## src/rtl/vc_arbiter_mux.sv

```systemverilog
// vc_arbiter_mux: N-channel virtual-channel output multiplexer with arbiter.
// Each cycle one non-empty VC is chosen, by strict priority or by round robin. Its FIFO
// is popped combinationally and its head word is registered onto the link with a valid
// flag and a VC tag. A wrapping counter tracks the granted words.
module vc_arbiter_mux #(
    parameter int unsigned DATA_SIZE = 6,
    parameter int unsigned NUM_VC    = 4,
    parameter int unsigned CNT_W     = 8,
    localparam int unsigned ID_W     = $clog2(NUM_VC)
) (
    input  logic                        clk,
    input  logic                        reset_L,
    input  logic                        mode,
    input  logic                        pause,
    input  logic [NUM_VC-1:0]           fifo_empty,
    input  logic [NUM_VC*DATA_SIZE-1:0] data_in,
    output logic [NUM_VC-1:0]           pop,
    output logic [DATA_SIZE-1:0]        data_out,
    output logic                        valid_out,
    output logic [ID_W-1:0]             vc_id_out,
    output logic [CNT_W-1:0]            xfer_count
);

    logic [NUM_VC-1:0]    eligible;
    logic                 grant_valid;
    logic [ID_W-1:0]      grant_idx;
    logic [ID_W-1:0]      rr_idx;
    logic [ID_W-1:0]      last_grant;
    logic [DATA_SIZE-1:0] words [NUM_VC];
    logic [DATA_SIZE-1:0] grant_word;

    // Unpack the flattened FIFO heads so that the selected word is a plain array index.
    always_comb begin
        for (int i = 0; i < int'(NUM_VC); i++) begin
            words[i] = data_in[i*int'(DATA_SIZE) +: DATA_SIZE];
        end
    end

    // Grant selection. The loops run from the far end so that the last match, which is
    // the nearest candidate, is the one that wins.
    always_comb begin
        eligible    = ~fifo_empty & {NUM_VC{~pause & reset_L}};
        grant_valid = 1'b0;
        grant_idx   = '0;
        rr_idx      = '0;
        if (!mode) begin
            for (int i = int'(NUM_VC) - 1; i >= 0; i--) begin
                if (eligible[ID_W'(i)]) begin
                    grant_valid = 1'b1;
                    grant_idx   = ID_W'(i);
                end
            end
        end else begin
            // The search begins at last_grant+1. The modulo keeps indices below NUM_VC
            // even when NUM_VC is not a power of two.
            for (int k = int'(NUM_VC); k >= 1; k--) begin
                rr_idx = ID_W'((int'(last_grant) + k) % int'(NUM_VC));
                if (eligible[rr_idx]) begin
                    grant_valid = 1'b1;
                    grant_idx   = rr_idx;
                end
            end
        end
    end

    // Pop strobe: one-hot of the grant, or zero when nothing is eligible.
    always_comb begin
        pop = '0;
        if (grant_valid) begin
            pop[grant_idx] = 1'b1;
        end
        grant_word = words[grant_idx];
    end

    // Registered output path and arbitration state.
    always_ff @(posedge clk or negedge reset_L) begin
        if (!reset_L) begin
            data_out   <= '0;
            valid_out  <= 1'b0;
            vc_id_out  <= '0;
            xfer_count <= '0;
            // Reset the pointer to the top VC so that the first round-robin grant goes to VC0.
            last_grant <= ID_W'(NUM_VC - 1);
        end else if (grant_valid) begin
            data_out   <= grant_word;
            valid_out  <= 1'b1;
            vc_id_out  <= grant_idx;
            xfer_count <= xfer_count + CNT_W'(1);
            last_grant <= grant_idx;
        end else begin
            data_out   <= '0;
            valid_out  <= 1'b0;
        end
    end

    // At most one FIFO is popped in any cycle.
    pop_onehot0: assert property (@(posedge clk) disable iff (!reset_L) $onehot0(pop));

endmodule

```

## config.mk

```make
export PLATFORM = sky130hd
export DESIGN_NAME = vc_arbiter_mux
export DESIGN_NICKNAME = d
export VERILOG_FILES = /design/src/rtl/vc_arbiter_mux.sv
export SDC_FILE = /design/constraint.sdc
export NUM_CORES = 1
export LEC_CHECK = 0
export ABC_CLOCK_PERIOD_IN_PS = 5300
export BUFFER_PORTS_ARGS = -buffer_cell sky130_fd_sc_hd__buf_2
export CORE_MARGIN = 3
export CORE_UTILIZATION = 40
export DETAILED_ROUTE_END_ITERATION = 8
export MAX_ROUTING_LAYER = met4
export PLACE_DENSITY = 0.69
export SYNTH_ARGS = -nofsm -noshare
export SYNTH_HDL_FRONTEND = slang
export SYNTH_SLANG_ARGS = --single-unit
export TNS_END_PERCENT = 1
```

## constraint.sdc

```tcl
create_clock -name clk -period 5.3 [get_ports clk]
set_input_delay 0.53 -clock clk [delete_from_list [all_inputs] [get_ports clk]]
set_output_delay 0.53 -clock clk [all_outputs]
set_load 0.02 [all_outputs]
```

==> results of run 1 <==
==> how the worst min path moves through the flow <==
stage | to | slack [ns]
global route | xfer_count[3]$_DFFE_PN0P_ | 0.19
detailed placement | vc_id_out[1]$_DFFE_PN0P_ | 0.47
floorplan | data_out[0]$_DFF_PN0_ | 0.23
finish | xfer_count[3]$_DFFE_PN0P_ | 0.17
CTS | xfer_count[6]$_DFFE_PN0P_ | 0.18
global placement | xfer_count[7]$_DFFE_PN0P_ | 0.46
==> per-layer routing <==
layer / wire [um] / vias up / global-route usage (%)
li1: - / 552 / -
met4: 14 / 0 / 2.727
met1: 1301 / 512 / 23.50
met5: 0 / - / -
met3: 169 / 2 / 3.983
met2: 1386 / 35 / 26.13
==> state kept, by name, summed over array words and instances, names as in the netlist <==
name and count:
valid_out 1, data_out 6, last_grant 2, xfer_count 8, vc_id_out 2
==> report_power, final <==
part | switching, mW | internal (mW) | leakage [nW] | total [mW]
combinational | 0.115 | 0.0796 | 0.497 | 0.194
clock | 0.0405 | 0.0293 | 0.0150 | 0.0698
sequential | 0.0378 | 0.183 | 0.229 | 0.221
==> critical path, cell delays in order, from the launching register on <==
cell and delay, ns:
dfstp_2 0.65, mux2_4 0.34, nor2b_1 0.14, o221ai_1 0.22, o2111ai_2 0.41, and3_1 0.32
buf_2 0.15
==> through the flow <==
step	cells	area, um2
4_1_cts	206	1513
5_1_grt	206	1513
6_report	206	1513
3_5_place_dp	202	1486
2_1_floorplan	125	1226
3_3_place_gp	202	1486
==> cell usage in the layout (no fill, tap or decap), drive strengths merged, types with 2 or more instances in the layout <==
cell	netlist	routed
nand2	15	15
dfstp	2	2
buf	4	52
o2111ai	3	3
clkbuf	2	4
o211a	2	2
nand4	3	3
nor2	6	6
xnor2	5	5
inv	3	3
nand3b	2	2
nor2b	2	2
a21o	6	6
and2	2	2
nand2b	3	3
nand3	8	8
o21ai	6	6
and3	2	2
dfrtp	17	17
mux2i	13	13
xor2	2	2
==> area by class of cell <==
class	instances	share of cell area, %
multi-input combinational	97	46.15
sequential	19	31.60
timing repair buffer	52	17.20
tap	31	2.564
clock buffer	4	1.737
inverter	3	0.7444
==> cell families (layout without fill, tap and decap cells) <==
group / count (synthesis) / after routing
simple gates: 49 / 49
compound gates: 26 / 26
flops: 19 / 19
mux: 14 / 14
buf+inv: 9 / 59
xor+xnor: 7 / 7
fa+ha+maj: 1 / 1
==> qor.yml, run 1 <==
antenna_found_initial: 0
clkLatencyLatePin_ns: 0.29
routed_via_density: 5.345
start_kind: "register"
cp_max_fo: 12
synth_nets: 158
yosysMostFrequentCell: "dfrtp_1"
max_clock_freq_mhz: 327.8
required_ns: 4.77
hold_ws_ns: 0.1706
cts.clk_slew.worst_paths_ns: 0.10
synth_top_area_cell: "dfrtp_1"
fin_crit_ns: 3.051
drt_pass1_iterations: 4
hold_viol_final: 0
drive_gt1_share_pct: 36.00
routed_wl_um: 2871
final_util_pct: 53.47
reg2reg_depth: 5
setup_violations: 0
numClockSinks: 19
h-tree-depth: 1
synth_top_area_share_pct: 34.69
synth-edff-count: 0
initialDrtViolationCount: 41
core_area_um2: 2829
root_buffer: "clkbuf_4"
wl_per_cell_um: 13.94
synth_seq_cells: 19
die_h_um: 61.37
area_growth_syn_to_layout_pct: 23.37
synth_cell_types: 43
r2r-start: "last_grant[1]$_DFFE_PN1P_"
port_buffers: 52
place_ws_ns: 2.414
synth_ff_type: "dfrtp_1"
crit_path_end_kind: "output port"
start_util_pct: 43.34
gp_congestion: 0.7695
num-fill-cells: 267
rsz0062_at_grt: "false"
power_mw: 0.4849
clockBufferDepth: 2
period_share_pct: 57.57
rrSetupSlack_ns: 3.18
cp-startpoint: "last_grant[1]$_DFFE_PN1P_"
synthCells: 125
worstPathArrival_ns: 2.52
post-cts-setup-buffers: 0
die_x_um: 61.37
rows: 19
hpwl_um: 2283
async_flop_share_pct: 100.0
grt_first_pass_wirelength_um: 4664
diodes: 0
cts_buffers: 3
yosys-top-cells-area: "dfrtp_1, mux2i_1, nand2_1, dfstp_2, a21o_1"
irDropWorstVdd_mv: 0.2322
grt_usage_pct: 17.05
antenna_left: 0
yosys.area_share.simple_pct: 20.82
hold_path_class: "in2async"
multi_input_area_um2: 698.2
cts_resized: 0
fin_tns_setup_ns: 0
synth_fa_ha_area_share_pct: 1.020
worstMarginPinSlew_ns: 0.6606
relSlewSlack_pct: 55.96
drc_errors: 0
drv_cap: 0
io_pins: 53
synth_top_family_by_area: "simple AND/OR/NAND/NOR gates"
grt-ovfl-total: 0
yosys_warnings: 0
status: "completed"
leakage_nw: 0.7407
vias: 1101
synth.mux.area_fraction_pct: 11.84
synth-xor-area-share_pct: 5.000
fin_nets: 209
grt_start_max_net_pins: 23
crit_end: "pop[0]"
power.density_nw_per_um2: 320.5
syn_area_per_cell_um2: 9.809
fin_ws_ns: 2.249
r2r-end: "data_out[5]$_DFF_PN0_"
crit_type: "reg2out"
synth_common_cells: "dfrtp_1, nand2_1, mux2i_1, nand3_1"
fin_skew_ns: 0.002220
cts_tree: "built"
syn_area_um2: 1226
ff_latch_area_um2: 478.0
first_global_vias: 1034
synth_compound_area_share_pct: 18.27
hold_buffers: 0
synth_seq_area_share_pct: 38.98
die_area_um2: 3766
slew_viol_final: 0
Power figures use the tool's default switching activity.
==> run 2, diff against run 1 <==
--- a/config.mk
+++ b/config.mk
@@ -5,7 +5,7 @@
 export SDC_FILE = /design/constraint.sdc
 export NUM_CORES = 1
 export LEC_CHECK = 0
-export ABC_CLOCK_PERIOD_IN_PS = 5300
+export ABC_CLOCK_PERIOD_IN_PS = 3000
 export BUFFER_PORTS_ARGS = -buffer_cell sky130_fd_sc_hd__buf_2
 export CORE_MARGIN = 3
 export CORE_UTILIZATION = 40
==> constraint.sdc (replaced) <==
create_clock -name clk -period 3 [get_ports clk]
set_input_delay 0.3 -clock clk [delete_from_list [all_inputs] [get_ports clk]]
set_output_delay 0.3 -clock clk [all_outputs]
set_load 0.02 [all_outputs]
==> qor.yml, run 2 (synthesized netlist as in run 1, its figures left out) <==
wl_per_cell_um: 14.31  # +2.6%
area_growth_syn_to_layout_pct: 26.43
irDropWorstVdd_mv: 0.4059  # +75%
crit_path_top_delay_cell: "dlygate4sd3_1"
crit_type: "in2out"
routed_wl_um: 2990  # +4.1%
cts_tree: "built"
hpwl_um: 2296  # +0.55%
reg_top3: "xfer_count (8), data_out (6)"
core_area_um2: 2829  # unchanged
cp_max_fo: 22  # +10
cts_buffers: 3  # unchanged
rsz0062_at_grt: "false"
grt_first_pass_wirelength_um: 4871  # +4.4%
fin_crit_ns: 2.803
die_x_um: 61.37  # unchanged
routed_via_density: 5.488  # +2.7%
cts.clk_slew.worst_paths_ns: 0.11  # about the same
diodes: 0  # unchanged
period_share_pct: 93.42
status: "completed"
relSlewSlack_pct: 63.17  # +7.2 points
io_pins: 53  # unchanged
rows: 19  # unchanged
grt_usage_pct: 17.61  # +0.57 points
postPlaceCellArea_um2: 1501  # +1.0%
h-tree-depth: 1  # unchanged
min_from: "data_in[10]"
setup_violations: 0  # unchanged
numClockSinks: 19  # unchanged
most-common-layout-cells: "buf_2, dfrtp_1, nand2_1"
start_kind: "input pin"
first_global_vias: 1140  # +10%
required_ns: 2.70  # -2.07 ns
die_area_um2: 3766  # unchanged
worstPathCellList: "dlygate4sd3_1, buf_2, and2b_1, o2111ai_2, nor2_2, buf_4, and2_1, buf_2"
die_h_um: 61.37  # unchanged
drv_cap: 0  # unchanged
clockBufferDepth: 2  # unchanged
leakage_nw: 0.7594  # +2.5%
grt-ovfl-total: 0  # unchanged
hold_path_class: "in2reg"
hold_viol_final: 0  # unchanged
fin_tns_setup_ns: 0  # unchanged
initialDrtViolationCount: 11  # -73%
drc_errors: 0  # unchanged
regMostFlops: "xfer_count"
worstMarginPinSlew_ns: 0.5524  # -0.1082 ns
start_util_pct: 43.34  # unchanged
crit_path_end_kind: "output port"
worstPathArrival_ns: 2.50  # -0.02 ns
clkLatencyLatePin_ns: 0.29  # about the same
port_buffers: 52  # unchanged
root_buffer: "clkbuf_4"
rrSetupSlack_ns: 0.97  # -2.21 ns
cp_common_cell: "buf_2"
gp_congestion: 0.8279  # +7.6%
power.density_nw_per_um2: 560.8  # +75%
max_clock_freq_mhz: 356.8
reg2reg_depth: 5  # unchanged
fin_area_um2: 1550  # +2.5%
critPathBufInv: 4  # +3
r2r-start: "last_grant[1]$_DFFE_PN1P_"
fin_nets: 212  # +1.4%
hold_depth: 3
largest_reg_flops: 8  # unchanged
max_stage_delay_ns: 0.52  # -0.13 ns
final_common_cell: "buf_2"
slew_viol_final: 0  # unchanged
vias: 1147  # +4.2%
antenna_found_initial: 0  # unchanged
fin_skew_ns: 0.005680  # +0.003459 ns
r2r-end: "data_out[3]$_DFF_PN0_"
antenna_left: 0  # unchanged
drive_gt1_share_pct: 37.08  # +1.1 points
grt_start_max_net_pins: 23  # unchanged
cp_top_family: "buffers and inverters"
post-cts-setup-buffers: 0  # unchanged
holdPathEnd: "data_out[4]$_DFF_PN0_"
drt_pass1_iterations: 4  # unchanged
-- run 2: worst max path at each step --
stage,start,endpoint,slack (ns),cells past startpoint
floorplan,last_grant[1]$_DFFE_PN1P_,pop[1],0.79,7
global placement,last_grant[1]$_DFFE_PN1P_,pop[0],0.57,6
detailed placement,last_grant[1]$_DFFE_PN1P_,pop[0],0.51,6
CTS,reset_L,pop[0],0.09,8
global route,reset_L,pop[2],0.03,8
finish,reset_L,pop[2],0.20,8
-- run 2: timing repair --
item	CTS	global route
setup endpoints to repair	0	2
endpoints found under the hold margin	17	0
hold buffers	1	0
resized for setup	0	1
-- run 2: layout make-up --
type,instances,area (um2)
fill,253,1279
multi-input combinational,97,709.4
sequential,19,478.0
timing repair buffer,55,285.3
tap,31,38.79
clock buffer,3,22.52
inverter,3,11.26
clock inverter,1,5.005
-- run 2: worst register-to-register path: cells and delay by family, from the launching register on --
family | cells | cell delay, ns
AO/OA/AOI/OAI | 2 | 0.60
flip-flops | 1 | 0.64
multiplexers | 2 | 0.54
AND/OR/NAND/NOR | 1 | 0.13
-- run 2: power breakdown --
| group | switching [mW] | total (mW) | internal [mW] |
|---|---|---|---|
| Combinational | 0.205 | 0.351 | 0.146 |
| Sequential | 0.0675 | 0.390 | 0.323 |
| Clock | 0.0790 | 0.129 | 0.0495 |
-- run 2: metal layers --
layer | share of wire, % | GRT usage, % | wire [um]
met5 | 0 | - | 0
met1 | 44 | 23.18 | 1320
met4 | 0.70 | 5.758 | 21
met2 | 50 | 27.64 | 1481
met3 | 5.6 | 2.935 | 167
-- run 2: stage by stage --
step | std cells | hold WS (ns) | worst slack, ns | util (%) | power [mW]
floorplan | 125 | 0.004409 | 0.7878 | - | 0.6200
global placement | 204 | 0.2758 | 0.5737 | 53.07 | 0.7375
detailed placement | 204 | 0.2899 | 0.5059 | 53.07 | 0.7473
CTS | 209 | 0.2785 | 0.09121 | 54.40 | 0.8776
global route | 209 | 0.2925 | 0.02514 | 54.80 | 0.9327
finish | 209 | 0.2852 | 0.1974 | 54.80 | 0.8694
==> run 3, diff against run 2 <==
--- a/config.mk
+++ b/config.mk
@@ -10,7 +10,6 @@
 export CORE_MARGIN = 3
 export CORE_UTILIZATION = 40
 export DETAILED_ROUTE_END_ITERATION = 8
-export MAX_ROUTING_LAYER = met4
 export PLACE_DENSITY = 0.69
 export SYNTH_ARGS = -nofsm -noshare
 export SYNTH_HDL_FRONTEND = slang
==> qor.yml, run 3 (synthesized netlist as in run 1, its figures left out) <==
initialDrtViolationCount: 15  # +4
drt_pass1_iterations: 4  # unchanged
most-common-layout-cells: "buf_2, dfrtp_1, nand2_1"
drc_errors: 0  # unchanged
worstMarginPinSlew_ns: 0.5564  # +0.004042 ns
first_global_vias: 1148  # +0.70%
fin_skew_ns: 0.004277  # -0.001403 ns
crit_path_end_kind: "output port"
grt_start_max_net_pins: 23  # unchanged
die_area_um2: 3766  # unchanged
rrSetupSlack_ns: 0.97  # about the same
largest_reg_flops: 8  # unchanged
p_sw_share_pct: 40.33  # -0.066 points
diodes: 0  # unchanged
drv_cap: 0  # unchanged
placed_cells: 204  # unchanged
worstPathArrival_ns: 2.51  # about the same
slew_viol_final: 0  # unchanged
p_int_mw: 0.5182  # about the same
port_buffers: 52  # unchanged
start_kind: "input pin"
power.density_nw_per_um2: 560.2  # -0.11%
start_util_pct: 43.34  # unchanged
final_common_cell: "buf_2"
reg_top3: "xfer_count (8), data_out (6)"
grt_first_pass_wirelength_um: 4850  # -0.43%
num-fill-cells: 253  # unchanged
hpwl_um: 2296  # unchanged
hold_path_class: "in2reg"
antenna_left: 0  # unchanged
required_ns: 2.70  # about the same
vias: 1149  # +0.17%
final-instance-count-excl-fill: 209  # unchanged
fin_area_um2: 1550  # unchanged
die_x_um: 61.37  # unchanged
relSlewSlack_pct: 62.90  # -0.27 points
period_share_pct: 93.66  # +0.24 points
antenna_found_initial: 0  # unchanged
max_clock_freq_mhz: 355.9  # -0.26%
h-tree-depth: 1  # unchanged
wl_per_cell_um: 14.34  # +0.23%
crit_type: "in2out"
leakage_nw: 0.7594  # unchanged
setup_violations: 0  # unchanged
area_growth_syn_to_layout_pct: 26.43  # unchanged
numClockSinks: 19  # unchanged
core_area_um2: 2829  # unchanged
p_comb_share_pct: 40.4  # about the same
fin_crit_ns: 2.810  # +0.007276 ns
rsz0062_at_grt: "false"
regMostFlops: "xfer_count"
cts.clk_slew.worst_paths_ns: 0.11  # about the same
io_pins: 53  # unchanged
power_frac_seq_pct: 44.9  # about the same
fin_nets: 212  # unchanged
drive_gt1_share_pct: 37.08  # unchanged
status: "completed"
clkLatencyLatePin_ns: 0.29  # about the same
rows: 19  # unchanged
pwr-share-clk_pct: 14.7  # about the same
postPlaceCellArea_um2: 1501  # unchanged
p_switching_mw: 0.3502  # -0.27%
routed_wl_um: 2997  # +0.23%
die_h_um: 61.37  # unchanged
irDropWorstVdd_mv: 0.4057  # about the same
fin_tns_setup_ns: 0  # unchanged
gp_congestion: 0.8158  # -1.5%
grt_usage_pct: 17.04  # -0.58 points
grt-ovfl-total: 0  # unchanged
root_buffer: "clkbuf_4"
cts_tree: "built"
routed_via_density: 5.498  # +0.17%
hold_viol_final: 0  # unchanged
cts_buffers: 3  # unchanged
clockBufferDepth: 2  # unchanged
cp_max_fo: 22  # unchanged
## run 3: routing by layer
metal  up-vias  routed length, um  global-route usage, %
li1        561                  -                      -
met1       550               1310                  22.66
met2        34               1482                  27.79
met3         4                164                  3.354
met4         0                 38                  5.758
met5         -                  0                      0
## run 3: power by group through the flow
stage / Combinational, mW / Sequential [mW] / Clock (mW)
floorplan: 0.164 / 0.456 / 0
global placement: 0.346 / 0.392 / 0
detailed placement: 0.352 / 0.395 / 0
CTS: 0.353 / 0.391 / 0.133
global route: 0.389 / 0.401 / 0.143
finish: 0.351 / 0.390 / 0.128
## run 3: what timing repair did
action | in CTS | in global routing
setup endpoints to repair | 0 | 2
hold buffers | 1 | 0
resized for setup | 0 | 1
endpoints found under the hold margin | 17 | 0
setup buffers | 0 | 0
## run 3: stage by stage
step / hold WS, ns / utilization (%) / setup slack, ns / total power, mW
after global routing: 0.2925 / 54.80 / 0.02514 / 0.9327
after global placement: 0.2758 / 53.07 / 0.5737 / 0.7375
after detailed placement: 0.2899 / 53.07 / 0.5059 / 0.7473
after floorplan: 0.004409 / - / 0.7878 / 0.6200
after CTS: 0.2785 / 54.40 / 0.09121 / 0.8776
final: 0.2852 / 54.80 / 0.1901 / 0.8684
## run 3: critical path: stages
cell           delay, ns
dlygate4sd3_1       0.52
buf_2               0.42
and2b_1             0.33
o2111ai_2           0.25
nor2_2              0.18
buf_4               0.20
and2_1              0.14
buf_2               0.16
## run 3: final cells by class
class	instances	area [um2]	share of cell area, %
sequential	19	478.0	30.83
tap	31	38.79	2.502
timing repair buffer	55	285.3	18.40
clock inverter	1	5.005	0.3228
clock buffer	3	22.52	1.453
multi-input combinational	97	709.4	45.76
inverter	3	11.26	0.7264
## run 3: worst paths after layout
| check | end | depth (start not counted) | startpoint |
|---|---|---|---|
| hold / removal | data_out[4]$_DFF_PN0_ | 3 | data_in[10] |
| setup / recovery | pop[2] | 8 | reset_L |
| min in group asynchronous | xfer_count[6]$_DFFE_PN0P_ | 2 | reset_L |
| hold reg to reg | xfer_count[7]$_DFFE_PN0P_ | 1 | xfer_count[7]$_DFFE_PN0P_ |
| setup reg to reg | data_out[3]$_DFF_PN0_ | 5 | last_grant[1]$_DFFE_PN1P_ |
| max in group asynchronous | last_grant[1]$_DFFE_PN1P_ | 2 | reset_L |
